**src/rtl/kart_state.sv**
```systemverilog
// Per-frame kart dynamics: steer, fetch sin/cos, integrate 11.4 position, read tile under kart.
// Latency 8 cycles from frame_start to committed outputs; frame_start is ignored while busy.
module kart_state #(
  parameter int START_X   = 1024,
  parameter int START_Y   = 1024,
  parameter int MAX_SPEED = 48,
  parameter int ACCEL     = 2,
  parameter int BRAKE     = 4,
  parameter int FRICTION  = 1,
  parameter int TURN_RATE = 3,
  parameter int SAND_TYPE = 1
) (
  input  logic               clk_in,
  input  logic               rst_in,
  input  logic               frame_start,
  input  logic               btn_accel,
  input  logic               btn_brake,
  input  logic               btn_left,
  input  logic               btn_right,
  output logic [8:0]         trig_addr,
  input  logic signed [10:0] sin_in,
  input  logic signed [10:0] cos_in,
  output logic [7:0]         tile_addr,
  input  logic [3:0]         tile_type_in,
  output logic [8:0]         direction,
  output logic [10:0]        player_x,
  output logic [10:0]        player_y,
  output logic [6:0]         speed_out,
  output logic               busy,
  output logic               update_done
);

  typedef enum logic [3:0] {
    S_IDLE, S_STEER, S_TRIG, S_TRIG_WAIT, S_MOVE,
    S_TILE, S_TILE_WAIT, S_TILE_READ, S_COMMIT
  } state_t;

  localparam logic [14:0] RST_X = {11'(START_X), 4'b0};
  localparam logic [14:0] RST_Y = {11'(START_Y), 4'b0};

  state_t      state_q, state_d;
  logic [3:0]  btn_q, btn_d;              // {accel, brake, left, right}
  logic [8:0]  dir_q, dir_d, dir_n_q, dir_n_d;
  logic [6:0]  spd_q, spd_d, spd_n_q, spd_n_d;
  logic [14:0] pos_x_q, pos_x_d, pos_y_q, pos_y_d;
  logic [14:0] pos_x_n_q, pos_x_n_d, pos_y_n_q, pos_y_n_d;
  logic [3:0]  tile_q, tile_d;
  logic [8:0]  trig_addr_q, trig_addr_d;
  logic [7:0]  tile_addr_q, tile_addr_d;
  logic        busy_q, busy_d, done_q, done_d;

  logic [9:0]  hdg_sum;
  logic [8:0]  hdg_new;
  logic [8:0]  spd_raw, spd_cap;
  logic [6:0]  spd_new;
  logic signed [18:0] spd_ext, sin_ext, cos_ext, prod_x, prod_y, dx, dy, sum_x, sum_y;

  function automatic logic [14:0] sat15(input logic signed [18:0] v);
    if (v < 19'sd0)          return 15'd0;
    else if (v > 19'sd32767) return 15'h7fff;
    else                     return v[14:0];
  endfunction

  always_comb begin
    hdg_sum = {1'b0, dir_q};
    if (btn_q[1] && !btn_q[0])      hdg_sum = {1'b0, dir_q} + 10'(360 - TURN_RATE);
    else if (btn_q[0] && !btn_q[1]) hdg_sum = {1'b0, dir_q} + 10'(TURN_RATE);
    if (hdg_sum >= 10'd360) hdg_sum = hdg_sum - 10'd360;
    hdg_new = hdg_sum[8:0];
  end

  // The cap uses the tile stored last frame, so it also pulls an over-cap speed down at once.
  always_comb begin
    spd_cap = (tile_q == 4'(SAND_TYPE)) ? 9'(MAX_SPEED >> 1) : 9'(MAX_SPEED);
    if (btn_q[2])
      spd_raw = ({2'b0, spd_q} >= 9'(BRAKE)) ? {2'b0, spd_q} - 9'(BRAKE) : 9'd0;
    else if (btn_q[3])
      spd_raw = {2'b0, spd_q} + 9'(ACCEL);
    else
      spd_raw = ({2'b0, spd_q} >= 9'(FRICTION)) ? {2'b0, spd_q} - 9'(FRICTION) : 9'd0;
    spd_new = (spd_raw > spd_cap) ? spd_cap[6:0] : spd_raw[6:0];
  end

  always_comb begin
    spd_ext = {12'b0, spd_n_q};
    sin_ext = {{8{sin_in[10]}}, sin_in};
    cos_ext = {{8{cos_in[10]}}, cos_in};
    prod_x  = spd_ext * sin_ext;
    prod_y  = spd_ext * cos_ext;
    dx      = prod_x >>> 9;
    dy      = -(prod_y >>> 9);
    sum_x   = {4'b0, pos_x_q} + dx;
    sum_y   = {4'b0, pos_y_q} + dy;
  end

  always_comb begin
    state_d     = state_q;
    btn_d       = btn_q;
    dir_d       = dir_q;
    dir_n_d     = dir_n_q;
    spd_d       = spd_q;
    spd_n_d     = spd_n_q;
    pos_x_d     = pos_x_q;
    pos_y_d     = pos_y_q;
    pos_x_n_d   = pos_x_n_q;
    pos_y_n_d   = pos_y_n_q;
    tile_d      = tile_q;
    trig_addr_d = trig_addr_q;
    tile_addr_d = tile_addr_q;
    busy_d      = busy_q;
    done_d      = 1'b0;
    unique case (state_q)
      S_IDLE: begin
        if (frame_start) begin
          btn_d   = {btn_accel, btn_brake, btn_left, btn_right};
          busy_d  = 1'b1;
          state_d = S_STEER;
        end
      end
      S_STEER: begin
        dir_n_d = hdg_new;
        spd_n_d = spd_new;
        state_d = S_TRIG;
      end
      S_TRIG: begin
        trig_addr_d = dir_n_q;
        state_d     = S_TRIG_WAIT;
      end
      S_TRIG_WAIT: state_d = S_MOVE;
      S_MOVE: begin
        pos_x_n_d = sat15(sum_x);
        pos_y_n_d = sat15(sum_y);
        state_d   = S_TILE;
      end
      S_TILE: begin
        tile_addr_d = {pos_y_n_q[14:11], pos_x_n_q[14:11]};
        state_d     = S_TILE_WAIT;
      end
      S_TILE_WAIT: state_d = S_TILE_READ;
      S_TILE_READ: begin
        tile_d  = tile_type_in;
        state_d = S_COMMIT;
      end
      S_COMMIT: begin
        dir_d   = dir_n_q;
        spd_d   = spd_n_q;
        pos_x_d = pos_x_n_q;
        pos_y_d = pos_y_n_q;
        done_d  = 1'b1;
        busy_d  = 1'b0;
        state_d = S_IDLE;
      end
      default: state_d = S_IDLE;
    endcase
  end

  always_ff @(posedge clk_in) begin
    if (rst_in) begin
      state_q     <= S_IDLE;
      btn_q       <= 4'd0;
      dir_q       <= 9'd0;
      dir_n_q     <= 9'd0;
      spd_q       <= 7'd0;
      spd_n_q     <= 7'd0;
      pos_x_q     <= RST_X;
      pos_y_q     <= RST_Y;
      pos_x_n_q   <= RST_X;
      pos_y_n_q   <= RST_Y;
      tile_q      <= 4'd0;
      trig_addr_q <= 9'd0;
      tile_addr_q <= 8'd0;
      busy_q      <= 1'b0;
      done_q      <= 1'b0;
    end else begin
      state_q     <= state_d;
      btn_q       <= btn_d;
      dir_q       <= dir_d;
      dir_n_q     <= dir_n_d;
      spd_q       <= spd_d;
      spd_n_q     <= spd_n_d;
      pos_x_q     <= pos_x_d;
      pos_y_q     <= pos_y_d;
      pos_x_n_q   <= pos_x_n_d;
      pos_y_n_q   <= pos_y_n_d;
      tile_q      <= tile_d;
      trig_addr_q <= trig_addr_d;
      tile_addr_q <= tile_addr_d;
      busy_q      <= busy_d;
      done_q      <= done_d;
    end
  end

  assign trig_addr   = trig_addr_q;
  assign tile_addr   = tile_addr_q;
  assign direction   = dir_q;
  assign player_x    = pos_x_q[14:4];
  assign player_y    = pos_y_q[14:4];
  assign speed_out   = spd_q;
  assign busy        = busy_q;
  assign update_done = done_q;

endmodule

```
**config.mk**
```make
export PLATFORM = sky130hd
export DESIGN_NAME = kart_state
export DESIGN_NICKNAME = d
export VERILOG_FILES = /design/src/rtl/kart_state.sv
export SDC_FILE = /design/constraint.sdc
export NUM_CORES = 1
export LEC_CHECK = 0
export BUFFER_PORTS_ARGS = -buffer_cell sky130_fd_sc_hd__buf_2
export CORE_AREA = 2 2 149 151
export DETAILED_ROUTE_END_ITERATION = 10
export DIE_AREA = 0 0 151 153
export PLACE_DENSITY = 0.79
export SLEW_MARGIN = 20
export SYNTH_ARGS = -nofsm -noshare
export SYNTH_HDL_FRONTEND = slang
export SYNTH_SLANG_ARGS = --single-unit
```
**constraint.sdc**
```tcl
create_clock -name clk_in -period 14.4 [get_ports clk_in]
set_input_delay 2.88 -clock clk_in [delete_from_list [all_inputs] [get_ports clk_in]]
set_output_delay 2.88 -clock clk_in [all_outputs]
set_load 0.005 [all_outputs]
```
==> impl_metrics.json <==
{
  "tightest_slew_ps": 1038,
  "drtIter0Drc": 578,
  "hold_buffers": 0,
  "async_reset_ff_share_pct": 0,
  "finalSetupViolations": 0,
  "cts_sinks": 123,
  "rsz0062_at_grt": "no",
  "post_dp_cell_area_um2": 13160,
  "synthFlopType": "dfxtp_1",
  "ant_nets": 0,
  "regToRegStartpoint": "spd_n_q[2]",
  "dr.pass1.iters": 4,
  "dr.max_layer_used": "met4",
  "grt_pass1_vias": 10450,
  "crit_path_start_kind": "input pin",
  "cts.clk_slew.worst_paths_ps": 60,
  "worstPathRequired_ps": 14720,
  "fin_util_pct": 63.88,
  "die_y_um": 153,
  "dp_slack_ps": 4734,
  "grt_antenna_before_repair": 0,
  "dieArea_um2": 23100,
  "hpwl_mm": 21.68,
  "p_leak_nw": 6.482,
  "synth-edff-count": 0,
  "crit_top_cell": "fa_1",
  "antenna_cells": 0,
  "pwr-share-clk_pct": 44.2,
  "avgSynthCellArea_um2": 8.307,
  "core_um2": 21490,
  "worstSetupStartpoint": "cos_in[3]",
  "clk_latency_ps": 410,
  "end_kind": "flop",
  "hold_viol": 0,
  "num_rows": 54,
  "slew_headroom_pct": 30.62,
  "power_density_nw_per_um2": 66.78,
  "ys_seq_area_share_pct": 19.40,
  "setup_slack_ps": 5016,
  "wl_met3_mm": 1.124,
  "worstHoldStart": "pos_y_n_q[5]",
  "syn_nets": 1795,
  "yosys_warnings": 0,
  "numCtsBuffers": 17,
  "status": "completed",
  "viasPerCell": 5.608,
  "critPathKind": "in2reg",
  "p_comb_share_pct": 17.0,
  "cts_tree": "done",
  "drt-met1-wl_mm": 13.13,
  "io_pins": 90,
  "grt_max_degree": 92,
  "ys_seq_elements": 123,
  "synthCells": 1528,
  "max_cap_viol_count": 0,
  "p_seq_share_pct": 38.8,
  "grt_pass1_wl_mm": 49.55,
  "synth.cell_area_um2": 12690,
  "wl_met2_mm": 13.67,
  "path_max_fanout": 9,
  "clock_skew_ps": 6.476,
  "layout.nets": 1828,
  "gp_congestion": 0.8923,
  "start_util_pct": 59.08,
  "grt.total_usage_pct": 26.03,
  "grt-ovfl-total": 0,
  "period_minus_slack_ps": 9384,
  "slowest_stage": "fa_1",
  "ir_worst_vdd_mv": 0.07670,
  "arrival_ps": 9700,
  "post-route-period-util_pct": 65.16,
  "cts_buffer_depth": 2,
  "synth_cell_types": 83,
  "post_cts_resized": 0,
  "hp-class": "reg2reg",
  "die-width_um": 151,
  "max_freq_mhz": 106.6,
  "internal-power_mw": 0.6550,
  "area_growth_syn_to_layout_pct": 8.122,
  "drive_gt1_share_pct": 11.31,
  "drc": 0,
  "final_cell_area_um2": 13720,
  "port_buffers": 89,
  "net-switching-power_mw": 0.2616,
  "wl_per_cell_um": 15.31,
  "p_sw_share_pct": 28.54,
  "cp_slowest_stage_delay_ps": 540,
  "htreeDepth": 4,
  "slew_viol_final": 0,
  "finalSetupTns_ps": 0,
  "num_vias": 10400,
  "post_cts_buffers": 0,
  "root_buffer": "clkbuf_16",
  "routed_wl_mm": 28.39
}
==> cell type report <==
cell class | count | area [um^2]
multi-input cells | 1135 | 9135
clock buffers | 19 | 452.9
inverters | 187 | 701.9
fillers | 1862 | 7761
repair buffers | 97 | 505.5
well taps | 280 | 350.3
clock inverters | 13 | 116.4
flip-flops and latches | 123 | 2462
==> final timing paths <==
check | end | slack, ps | cells past startpoint
worst min register to register | pos_y_n_q[5] | 440 | 2
worst min-delay path | pos_y_n_q[5] | 440 | 2
worst max register to register | pos_y_n_q[11] | 6810 | 26
worst max-delay path | pos_y_n_q[11] | 5020 | 26
==> power by group through the flow <==
stage               logic (mW)  clock network, mW  registers [mW]
floorplan                0.118                  0           0.358
global placement         0.150                  0           0.363
CTS                      0.155              0.412           0.355
finish                   0.156              0.405           0.356
global route             0.175              0.429           0.357
detailed placement       0.153                  0           0.363
==> cell usage after synthesis, types with 7 or more instances <==
| library cell | instances | area, um^2 |
|---|---|---|
| dfxtp_1 | 123 | 2462 |
| a21o_1 | 14 | 105.1 |
| ha_1 | 112 | 1401 |
| a21oi_1 | 105 | 525.5 |
| o21ai_0 | 33 | 165.2 |
| buf_4 | 22 | 165.2 |
| nand3b_1 | 8 | 60.06 |
| nor3_1 | 13 | 65.06 |
| nor2b_1 | 17 | 106.4 |
| and2_1 | 111 | 694.4 |
| nor2_1 | 80 | 300.3 |
| a211oi_1 | 18 | 135.1 |
| xor2_1 | 21 | 183.9 |
| fa_1 | 122 | 2442 |
| o21ai_2 | 11 | 96.34 |
| inv_1 | 186 | 698.2 |
| o31ai_1 | 7 | 52.55 |
| clkbuf_1 | 52 | 195.2 |
| mux2i_1 | 19 | 190.2 |
| nand2_1 | 228 | 855.8 |
| nand3_1 | 26 | 130.1 |
| and3_1 | 7 | 43.79 |
| or2_2 | 10 | 62.56 |
| o211ai_1 | 8 | 60.06 |
| xnor2_1 | 43 | 376.6 |
==> cell usage in the layout (no fill, tap or decap), types with 11 or more instances in the layout <==
| cell type | count |
|---|---|
| xor2_1 | 21 |
| and2_1 | 111 |
| nand2_1 | 228 |
| o21ai_2 | 11 |
| o21ai_0 | 33 |
| dfxtp_1 | 123 |
| mux2i_1 | 19 |
| a211oi_1 | 18 |
| a21o_1 | 14 |
| xnor2_1 | 43 |
| nor3_1 | 13 |
| nand3_1 | 26 |
| nor2b_1 | 17 |
| fa_1 | 122 |
| buf_2 | 89 |
| clkbuf_16 | 17 |
| nor2_1 | 79 |
| ha_1 | 112 |
| inv_1 | 186 |
| a21oi_1 | 105 |
==> stage by stage <==
stage               power, mW  hold WS [ps]  instances
finish                 0.9165         444.2       1854
global route           0.9610         466.9       1854
CTS                    0.9223         448.1       1854
detailed placement     0.5162         438.4       1822
global placement       0.5128         428.3       1822
floorplan              0.4758         415.4       1528
==> per-layer routing <==
metal	vias up	global-route usage [%]
li1	5071	-
met1	5066	36.10
met2	222	42.94
met3	38	3.194
met4	0	7.254
met5	-	0
==> critical path, delay by kind of cell <==
family / cells / cell delay, ps
buffers and inverters: 4 / 300
adders and majority gates: 6 / 2750
and+or+nand+nor: 5 / 760
AOI/OAI and AO/OA: 9 / 2480
muxes: 1 / 410
xor gates and xnor gates: 1 / 110
==> kinds of logic after synthesis <==
family	count (synthesis)	share of synthesized area [%]
muxes	22	1.873
adders and majority gates	234	30.28
and+or+nand+nor	548	21.27
AOI/OAI and AO/OA	266	13.83
buffers and inverters	270	8.753
xor gates and xnor gates	65	4.593
DFF	123	19.40
==> flip-flops by register name (all words and copies together), names as in the netlist <==
register and flops:
direction 9, btn_q 4, pos_y_q 15, update_done 1
pos_x_n_q 15, speed_out 7, trig_addr 9, dir_n_q 9
state_q 4, tile_addr 8, tile_q 4, busy 1
pos_y_n_q 15, pos_x_q 15, spd_n_q 7
No activity file was read; power rests on OpenSTA's default activity.
